[src/rtl/opb_register_master_if.sv]
// Command/response port and OPB master-side bus signals of opb_register_master.
// "master" is the view of the bus master itself, "slave" the view of the fabric/bus around it.
interface opb_register_master_if #(
    parameter int C_OPB_AWIDTH = 32,
    parameter int C_OPB_DWIDTH = 32
);
    logic                        cmd_valid;
    logic                        cmd_ready;
    logic                        cmd_rnw;
    logic [0:C_OPB_AWIDTH-1]     cmd_addr;
    logic [0:C_OPB_DWIDTH/8-1]   cmd_be;
    logic [0:C_OPB_DWIDTH-1]     cmd_wdata;

    logic                        rsp_valid;
    logic [0:C_OPB_DWIDTH-1]     rsp_rdata;
    logic [1:0]                  rsp_status;

    logic                        M_request;
    logic                        M_select;
    logic [0:C_OPB_AWIDTH-1]     M_ABus;
    logic [0:C_OPB_DWIDTH/8-1]   M_BE;
    logic [0:C_OPB_DWIDTH-1]     M_DBus;
    logic                        M_RNW;
    logic                        M_seqAddr;

    logic                        OPB_MGrant;
    logic                        OPB_xferAck;
    logic                        OPB_errAck;
    logic                        OPB_retry;
    logic                        OPB_toutSup;
    logic                        OPB_timeout;
    logic [0:C_OPB_DWIDTH-1]     OPB_DBus;

    modport master (
        input  cmd_valid, cmd_rnw, cmd_addr, cmd_be, cmd_wdata,
        output cmd_ready, rsp_valid, rsp_rdata, rsp_status,
        output M_request, M_select, M_ABus, M_BE, M_DBus, M_RNW, M_seqAddr,
        input  OPB_MGrant, OPB_xferAck, OPB_errAck, OPB_retry, OPB_toutSup, OPB_timeout, OPB_DBus
    );

    modport slave (
        output cmd_valid, cmd_rnw, cmd_addr, cmd_be, cmd_wdata,
        input  cmd_ready, rsp_valid, rsp_rdata, rsp_status,
        input  M_request, M_select, M_ABus, M_BE, M_DBus, M_RNW, M_seqAddr,
        output OPB_MGrant, OPB_xferAck, OPB_errAck, OPB_retry, OPB_toutSup, OPB_timeout, OPB_DBus
    );
endinterface

[src/rtl/opb_register_master.sv]
// Single-beat OPB register master: takes one command, arbitrates for the bus, runs the
// transfer with retry/timeout handling and returns read data plus a status code.
//
// state  | meaning
// IDLE   | waiting for a command, cmd_ready high
// REQ    | M_request high, waiting for OPB_MGrant
// XFER   | bus owned, address/data driven, waiting for ack/retry/timeout
// DONE   | one-cycle rsp_valid pulse with status and read data
module opb_register_master #(
    parameter int C_OPB_AWIDTH = 32,
    parameter int C_OPB_DWIDTH = 32,
    parameter int C_TIMEOUT    = 16,
    parameter int C_MAX_RETRY  = 4,
    parameter     C_FAMILY     = "virtex6"
) (
    input  logic                        OPB_Clk,
    input  logic                        OPB_Rst_n,
    opb_register_master_if.master       bus
);
    localparam int BEW = C_OPB_DWIDTH / 8;
    localparam int TW  = $clog2(C_TIMEOUT + 1);
    localparam int RW  = $clog2(C_MAX_RETRY + 2);
    localparam logic [TW-1:0] TOUT_LAST = TW'(C_TIMEOUT - 1);
    localparam logic [RW-1:0] RETRY_MAX = RW'(C_MAX_RETRY);

    localparam logic [1:0] S_IDLE = 2'd0;
    localparam logic [1:0] S_REQ  = 2'd1;
    localparam logic [1:0] S_XFER = 2'd2;
    localparam logic [1:0] S_DONE = 2'd3;

    localparam logic [1:0] ST_OK      = 2'b00;
    localparam logic [1:0] ST_ERRACK  = 2'b01;
    localparam logic [1:0] ST_TIMEOUT = 2'b10;
    localparam logic [1:0] ST_RETRY   = 2'b11;

    if (C_TIMEOUT < 2 || C_FAMILY == "") begin : g_bad_cfg
        $error("opb_register_master: C_TIMEOUT must be >= 2 and C_FAMILY non-empty");
    end

    logic [1:0]              state;
    logic                    rnw_q;
    logic [0:C_OPB_AWIDTH-1] addr_q;
    logic [0:BEW-1]          be_q;
    logic [0:C_OPB_DWIDTH-1] wdata_q;
    logic [0:C_OPB_DWIDTH-1] rdata_q;
    logic [1:0]              status_q;
    logic [TW-1:0]           tout_cnt;
    logic [RW-1:0]           retry_cnt;
    logic                    sel;
    logic                    done;
    logic                    tout_hit;

    assign sel      = (state == S_XFER);
    assign done     = (state == S_DONE);
    assign tout_hit = bus.OPB_timeout || ((tout_cnt == TOUT_LAST) && !bus.OPB_toutSup);

    always_ff @(posedge OPB_Clk or negedge OPB_Rst_n) begin
        if (!OPB_Rst_n) begin
            state     <= S_IDLE;
            rnw_q     <= 1'b0;
            addr_q    <= '0;
            be_q      <= '0;
            wdata_q   <= '0;
            rdata_q   <= '0;
            status_q  <= ST_OK;
            tout_cnt  <= '0;
            retry_cnt <= '0;
        end else begin
            case (state)
                S_IDLE: begin
                    if (bus.cmd_valid) begin
                        rnw_q     <= bus.cmd_rnw;
                        addr_q    <= bus.cmd_addr;
                        be_q      <= bus.cmd_be;
                        wdata_q   <= bus.cmd_wdata;
                        rdata_q   <= '0;
                        status_q  <= ST_OK;
                        retry_cnt <= '0;
                        state     <= S_REQ;
                    end
                end
                S_REQ: begin
                    if (bus.OPB_MGrant) begin
                        tout_cnt <= '0;
                        state    <= S_XFER;
                    end
                end
                S_XFER: begin
                    if (bus.OPB_errAck) begin
                        rdata_q  <= rnw_q ? bus.OPB_DBus : '0;
                        status_q <= ST_ERRACK;
                        state    <= S_DONE;
                    end else if (bus.OPB_xferAck) begin
                        rdata_q  <= rnw_q ? bus.OPB_DBus : '0;
                        status_q <= ST_OK;
                        state    <= S_DONE;
                    end else if (bus.OPB_retry) begin
                        // count compared before increment: C_MAX_RETRY retries re-arbitrate, the next gives up
                        retry_cnt <= retry_cnt + 1'b1;
                        if (retry_cnt < RETRY_MAX) begin
                            state <= S_REQ;
                        end else begin
                            status_q <= ST_RETRY;
                            state    <= S_DONE;
                        end
                    end else if (tout_hit) begin
                        status_q <= ST_TIMEOUT;
                        state    <= S_DONE;
                    end else if (!bus.OPB_toutSup) begin
                        tout_cnt <= tout_cnt + 1'b1;
                    end
                end
                default: begin
                    state <= S_IDLE;
                end
            endcase
        end
    end

    // bus outputs decode straight from state so a reset clears them without waiting for a clock
    assign bus.cmd_ready  = (state == S_IDLE);
    assign bus.rsp_valid  = done;
    assign bus.rsp_rdata  = done ? rdata_q : '0;
    assign bus.rsp_status = done ? status_q : ST_OK;
    assign bus.M_request  = (state == S_REQ);
    assign bus.M_select   = sel;
    assign bus.M_ABus     = sel ? addr_q : '0;
    assign bus.M_BE       = sel ? be_q : '0;
    assign bus.M_DBus     = (sel && !rnw_q) ? wdata_q : '0;
    assign bus.M_RNW      = sel & rnw_q;
    assign bus.M_seqAddr  = 1'b0;

endmodule

[src/flat_wrapper.sv]
// flat-port wrapper written by rule: the top's interface ports become plain ports
module opb_register_master_flat 
#(
    parameter int C_OPB_AWIDTH = 32,
    parameter int C_OPB_DWIDTH = 32,
    parameter int C_TIMEOUT    = 16,
    parameter int C_MAX_RETRY  = 4,
    parameter     C_FAMILY     = "       "
)
  (OPB_Clk, OPB_Rst_n, bus_cmd_valid, bus_cmd_rnw, bus_cmd_addr, bus_cmd_be, bus_cmd_wdata, bus_cmd_ready, bus_rsp_valid, bus_rsp_rdata, bus_rsp_status, bus_M_request, bus_M_select, bus_M_ABus, bus_M_BE, bus_M_DBus, bus_M_RNW, bus_M_seqAddr, bus_OPB_MGrant, bus_OPB_xferAck, bus_OPB_errAck, bus_OPB_retry, bus_OPB_toutSup, bus_OPB_timeout, bus_OPB_DBus);
  opb_register_master_if #(.C_OPB_AWIDTH(C_OPB_AWIDTH), .C_OPB_DWIDTH(C_OPB_DWIDTH)) bus_i ();
  input  logic OPB_Clk;
  input  logic OPB_Rst_n;
  input wire logic [$bits(bus_i.cmd_valid)-1:0] bus_cmd_valid;
  input wire logic [$bits(bus_i.cmd_rnw)-1:0] bus_cmd_rnw;
  input wire logic [$bits(bus_i.cmd_addr)-1:0] bus_cmd_addr;
  input wire logic [$bits(bus_i.cmd_be)-1:0] bus_cmd_be;
  input wire logic [$bits(bus_i.cmd_wdata)-1:0] bus_cmd_wdata;
  output wire logic [$bits(bus_i.cmd_ready)-1:0] bus_cmd_ready;
  output wire logic [$bits(bus_i.rsp_valid)-1:0] bus_rsp_valid;
  output wire logic [$bits(bus_i.rsp_rdata)-1:0] bus_rsp_rdata;
  output wire logic [$bits(bus_i.rsp_status)-1:0] bus_rsp_status;
  output wire logic [$bits(bus_i.M_request)-1:0] bus_M_request;
  output wire logic [$bits(bus_i.M_select)-1:0] bus_M_select;
  output wire logic [$bits(bus_i.M_ABus)-1:0] bus_M_ABus;
  output wire logic [$bits(bus_i.M_BE)-1:0] bus_M_BE;
  output wire logic [$bits(bus_i.M_DBus)-1:0] bus_M_DBus;
  output wire logic [$bits(bus_i.M_RNW)-1:0] bus_M_RNW;
  output wire logic [$bits(bus_i.M_seqAddr)-1:0] bus_M_seqAddr;
  input wire logic [$bits(bus_i.OPB_MGrant)-1:0] bus_OPB_MGrant;
  input wire logic [$bits(bus_i.OPB_xferAck)-1:0] bus_OPB_xferAck;
  input wire logic [$bits(bus_i.OPB_errAck)-1:0] bus_OPB_errAck;
  input wire logic [$bits(bus_i.OPB_retry)-1:0] bus_OPB_retry;
  input wire logic [$bits(bus_i.OPB_toutSup)-1:0] bus_OPB_toutSup;
  input wire logic [$bits(bus_i.OPB_timeout)-1:0] bus_OPB_timeout;
  input wire logic [$bits(bus_i.OPB_DBus)-1:0] bus_OPB_DBus;
  assign bus_i.cmd_valid = bus_cmd_valid;
  assign bus_i.cmd_rnw = bus_cmd_rnw;
  assign bus_i.cmd_addr = bus_cmd_addr;
  assign bus_i.cmd_be = bus_cmd_be;
  assign bus_i.cmd_wdata = bus_cmd_wdata;
  assign bus_cmd_ready = bus_i.cmd_ready;
  assign bus_rsp_valid = bus_i.rsp_valid;
  assign bus_rsp_rdata = bus_i.rsp_rdata;
  assign bus_rsp_status = bus_i.rsp_status;
  assign bus_M_request = bus_i.M_request;
  assign bus_M_select = bus_i.M_select;
  assign bus_M_ABus = bus_i.M_ABus;
  assign bus_M_BE = bus_i.M_BE;
  assign bus_M_DBus = bus_i.M_DBus;
  assign bus_M_RNW = bus_i.M_RNW;
  assign bus_M_seqAddr = bus_i.M_seqAddr;
  assign bus_i.OPB_MGrant = bus_OPB_MGrant;
  assign bus_i.OPB_xferAck = bus_OPB_xferAck;
  assign bus_i.OPB_errAck = bus_OPB_errAck;
  assign bus_i.OPB_retry = bus_OPB_retry;
  assign bus_i.OPB_toutSup = bus_OPB_toutSup;
  assign bus_i.OPB_timeout = bus_OPB_timeout;
  assign bus_i.OPB_DBus = bus_OPB_DBus;
  opb_register_master #(.C_OPB_AWIDTH(C_OPB_AWIDTH), .C_OPB_DWIDTH(C_OPB_DWIDTH), .C_TIMEOUT(C_TIMEOUT), .C_MAX_RETRY(C_MAX_RETRY), .C_FAMILY(C_FAMILY)) u_core (.OPB_Clk(OPB_Clk), .OPB_Rst_n(OPB_Rst_n), .bus(bus_i));
endmodule
[config.mk]
export PLATFORM = sky130hd
export DESIGN_NAME = opb_register_master_flat
export DESIGN_NICKNAME = d
export VERILOG_FILES = /design/src/rtl/opb_register_master_if.sv /design/src/rtl/opb_register_master.sv /design/src/flat_wrapper.sv
export SDC_FILE = /design/constraint.sdc
export NUM_CORES = 1
export LEC_CHECK = 0
export CORE_UTILIZATION = 47
export DETAILED_ROUTE_END_ITERATION = 7
export PLACE_DENSITY_LB_ADDON = 0.2
export SYNTH_ARGS = -nofsm -noshare
export SYNTH_HDL_FRONTEND = slang
export SYNTH_SLANG_ARGS = --single-unit
[constraint.sdc]
create_clock -name OPB_Clk -period 2.9 [get_ports OPB_Clk]
set_input_delay 0.435 -clock OPB_Clk [delete_from_list [all_inputs] [get_ports OPB_Clk]]
set_output_delay 0.435 -clock OPB_Clk [all_outputs]
set_load 0.005 [all_outputs]
==> results of run 1 <==
-- power breakdown --
group,internal (mW),total [mW],switching [mW]
registers,2.22,2.52,0.305
clock network,1.40,2.06,0.651
logic,1.31,2.32,1.01
total,4.93,6.90,1.97
-- through the flow --
step	instance area, um^2	worst slack, ns	total power [mW]	hold WS (ns)	std cells
CTS	8110	0.302	6.97	0.187	845
global route	8110	0.202	7.33	0.222	845
floorplan	5300	1.01	3.88	0.139	487
finish	8110	0.339	6.90	0.144	845
global placement	7520	0.761	4.73	0.441	815
detailed placement	7520	0.638	4.87	0.448	815
-- synthesized netlist by cell type, drive strengths merged --
master   instances
a211o            1
a211oi           1
a21oi            6
and2            70
and3            37
buf             23
clkbuf          14
conb             1
dfrtp          113
ha               3
inv              7
mux2            70
mux2i            2
nand2           73
nand2b           1
nand3           40
nand4            1
nor2             7
nor2b            1
nor3             1
nor3b            2
nor4             1
o2111ai          1
o21ai            8
o311ai           1
or3              1
xnor2            1
-- final cells by class --
| cell class | instances | area (um^2) |
|---|---|---|
| Fill cell | 778 | 2830 |
| Sequential cell | 113 | 2830 |
| Timing Repair Buffer | 225 | 2250 |
| Multi-Input combinational cell | 330 | 2240 |
| Clock buffer | 24 | 482 |
| Tap cell | 140 | 175 |
| Clock inverter | 6 | 105 |
| Inverter | 7 | 26.3 |
-- logic make-up after synthesis --
group | share of synthesized area (%)
other | 0.0707
xor gates and xnor gates | 0.165
DFF | 53.3
buffers and inverters | 4.55
adders and majority gates | 0.708
AOI/OAI and AO/OA | 2.19
muxes | 15.2
and+or+nand+nor | 23.7
-- flip-flops by register name, summed over array words and instances, names as in the netlist --
signal,flops
u_core.state,2
u_core.rnw_q,1
u_core.rdata_q,32
u_core.status_q,2
u_core.tout_cnt,5
u_core.be_q,4
u_core.addr_q,32
u_core.retry_cnt,3
u_core.wdata_q,32
-- path summary, 6_finish.rpt --
kind / start / end / depth (start not counted)
worst max-delay path: u_core.state[0]$_DFFE_PN0P_ / bus_M_ABus[28] / 5
worst min-delay path: OPB_Rst_n / u_core.wdata_q[27]$_DFFE_PN0P_ / 1
worst max register to register: u_core.tout_cnt[0]$_DFFE_PN0P_ / u_core.tout_cnt[3]$_DFFE_PN0P_ / 7
worst min register to register: u_core.rdata_q[16]$_DFFE_PN0P_ / u_core.rdata_q[16]$_DFFE_PN0P_ / 2
max in group asynchronous: OPB_Rst_n / u_core.wdata_q[21]$_DFFE_PN0P_ / 2
min in group OPB_Clk: u_core.rdata_q[16]$_DFFE_PN0P_ / u_core.rdata_q[16]$_DFFE_PN0P_ / 2
-- layer usage --
| metal | track usage [%] | wire length [um] | vias to the layer above |
|---|---|---|---|
| met5 | 0 | 0 | - |
| met4 | 8.51 | 177 | 0 |
| met3 | 8.20 | 1030 | 12 |
| met2 | 41.3 | 6930 | 170 |
| met1 | 28.1 | 5290 | 2072 |
| li1 | - | - | 2041 |
==> run summary, run 1 <==
- **min cycle time layout** 2.56 ns
- **worst relative slew slack** 40.6%
- **synth-to-layout area growth** 52.9%
- **routability-driven placement congestion ratio** 0.768
- **Max Slew Vio Count** 0
- **RSZ-0062 raised after global routing** false
- **Synth Cell Area** 0.00530 mm^2
- **launching element type of the critical path** flop
- **transition at the pin with the smallest max-transition slack** 0.891 ns
- **Leakage** 3.67 nW
- **Setup TNS Final** 0 ns
- **setup slack on the worst flop-to-flop path** 0.85 ns
- **most common cell after layout, fill and taps aside** sky130_fd_sc_hd__clkdlybuf4s50_1
- **final hold violation count** 0
- **required arrival time at the worst endpoint** 2.47 ns
- **full die area** 0.0117 mm^2
- **insertion delay to the later sink of the worst-skew pair** 0.40 ns
- **hold crit path type** primary input to async pin
- **largest net degree at the start of global routing** 73
- **result of the run** completed
- **number of global-route vias before repair** 4433
- **Cell variety after synth** 33
- **total detailed-routing wirelength** 13400 um
- **Detailed Place HPWL** 9410 um
- **Synth warnings** 0
- **cells along the critical path** nand2b_4, inv_2, buf_4, and2_1, clkdlybuf4s50_1
- **Antenna Nets Post-Route** 0
- **Final Skew** 0.0114 ns
- **fraction of the cycle the final worst path needs** 88.3%
- **horizontal extent of the die** 108 um
- **P per Cell Area** 851 mW/mm^2
- **final standard cell utilization of the core** 74.1%
- **average cell area after synthesis** 10.9 um^2
- **Yosys top cell area share** 53.3%
- **clock root cell** sky130_fd_sc_hd__clkbuf_16
- **Std-Cell Core Area** 0.0109 mm^2
- **TritonCTS sink count** 113
- **max-cap viol count** 0
- **drt drc** 0
- **number of buffers created by CTS** 17
- **cell type with the largest total area after synthesis** sky130_fd_sc_hd__dfrtp_1
- **cell types occupying the most area after synthesis** sky130_fd_sc_hd__dfrtp_1, sky130_fd_sc_hd__mux2_2, sky130_fd_sc_hd__and2_1, sky130_fd_sc_hd__nand2_1, sky130_fd_sc_hd__and3_1
- **clock tree from TritonCTS** yes
- **Worst EP arrival** 2.13 ns
- **worst path bufs/invs** 3
- **detail-routed via count per cell** 5.08
- **Crit Path Class** flop to primary output
- **sequential area share after synthesis** 53.3%
- **clock-pin slew reported for the worst setup and hold paths after clock tree synthesis** 0.05 ns
- **Buffers on Ports** 216
- **routed length per instance** 15.9 um
- **number of top-level design ports** 218
- **instance count of the mapped netlist** 487
- **largest incremental delay on the critical path** 0.53 ns
- **post-cts repair resize count** 0
- **VDD IR max** 0.000504 V
- **y dimension of the die** 108 um
- **number of antenna violations at the first check in global routing** 0
- **wire length of the first global-routing pass** 21400 um
- **maximum achievable frequency** 390 MHz
- **number of post-CTS setup repair buffers** 0
- **final global-route overflow total** 0
- **number of antenna cells inserted** 0
- **leading cell types in the layout, fill and taps excluded** sky130_fd_sc_hd__clkdlybuf4s50_1, sky130_fd_sc_hd__dfrtp_1, sky130_fd_sc_hd__nand2_1, sky130_fd_sc_hd__and2_1, sky130_fd_sc_hd__mux2_2
- **via count** 4295
- **effective utilization at floorplan** 48.5%
- **Worst Path Max Fanout** 42
- **Row Count** 38
- **detailed router's first-iteration violation count** 257
- **number of setup violations in the final report** 0
- **cell family with the largest share of critical-path delay** buffers and inverters
- **cell type of the slowest stage on the worst timing path** sky130_fd_sc_hd__clkdlybuf4s50_1
- **kind of end point of the critical path** primary output
- **CTS H-tree depth** 4
- **number of nets in the final layout** 807
- **total global routing track utilization** 24.1%
- **maximum clock insertion buffer count** 2
- **first drt pass iteration count** 5
- **register bit count reported by yosys** 113
- **synthesized net count** 600
- **CTS Hold Buffers Added** 0
- **fraction of final layout cells with drive strength greater than 1** 16.3%
Note: power is estimated with default switching activity, not from simulation.
==> run 2: changes to the inputs <==
--- a/config.mk
+++ b/config.mk
@@ -5,6 +5,7 @@
 export SDC_FILE = /design/constraint.sdc
 export NUM_CORES = 1
 export LEC_CHECK = 0
+export CORE_MARGIN = 1
 export CORE_UTILIZATION = 47
 export DETAILED_ROUTE_END_ITERATION = 7
 export PLACE_DENSITY_LB_ADDON = 0.2
==> results of run 2 <==
Final layout, timing and power as in run 1 (identical DEF).
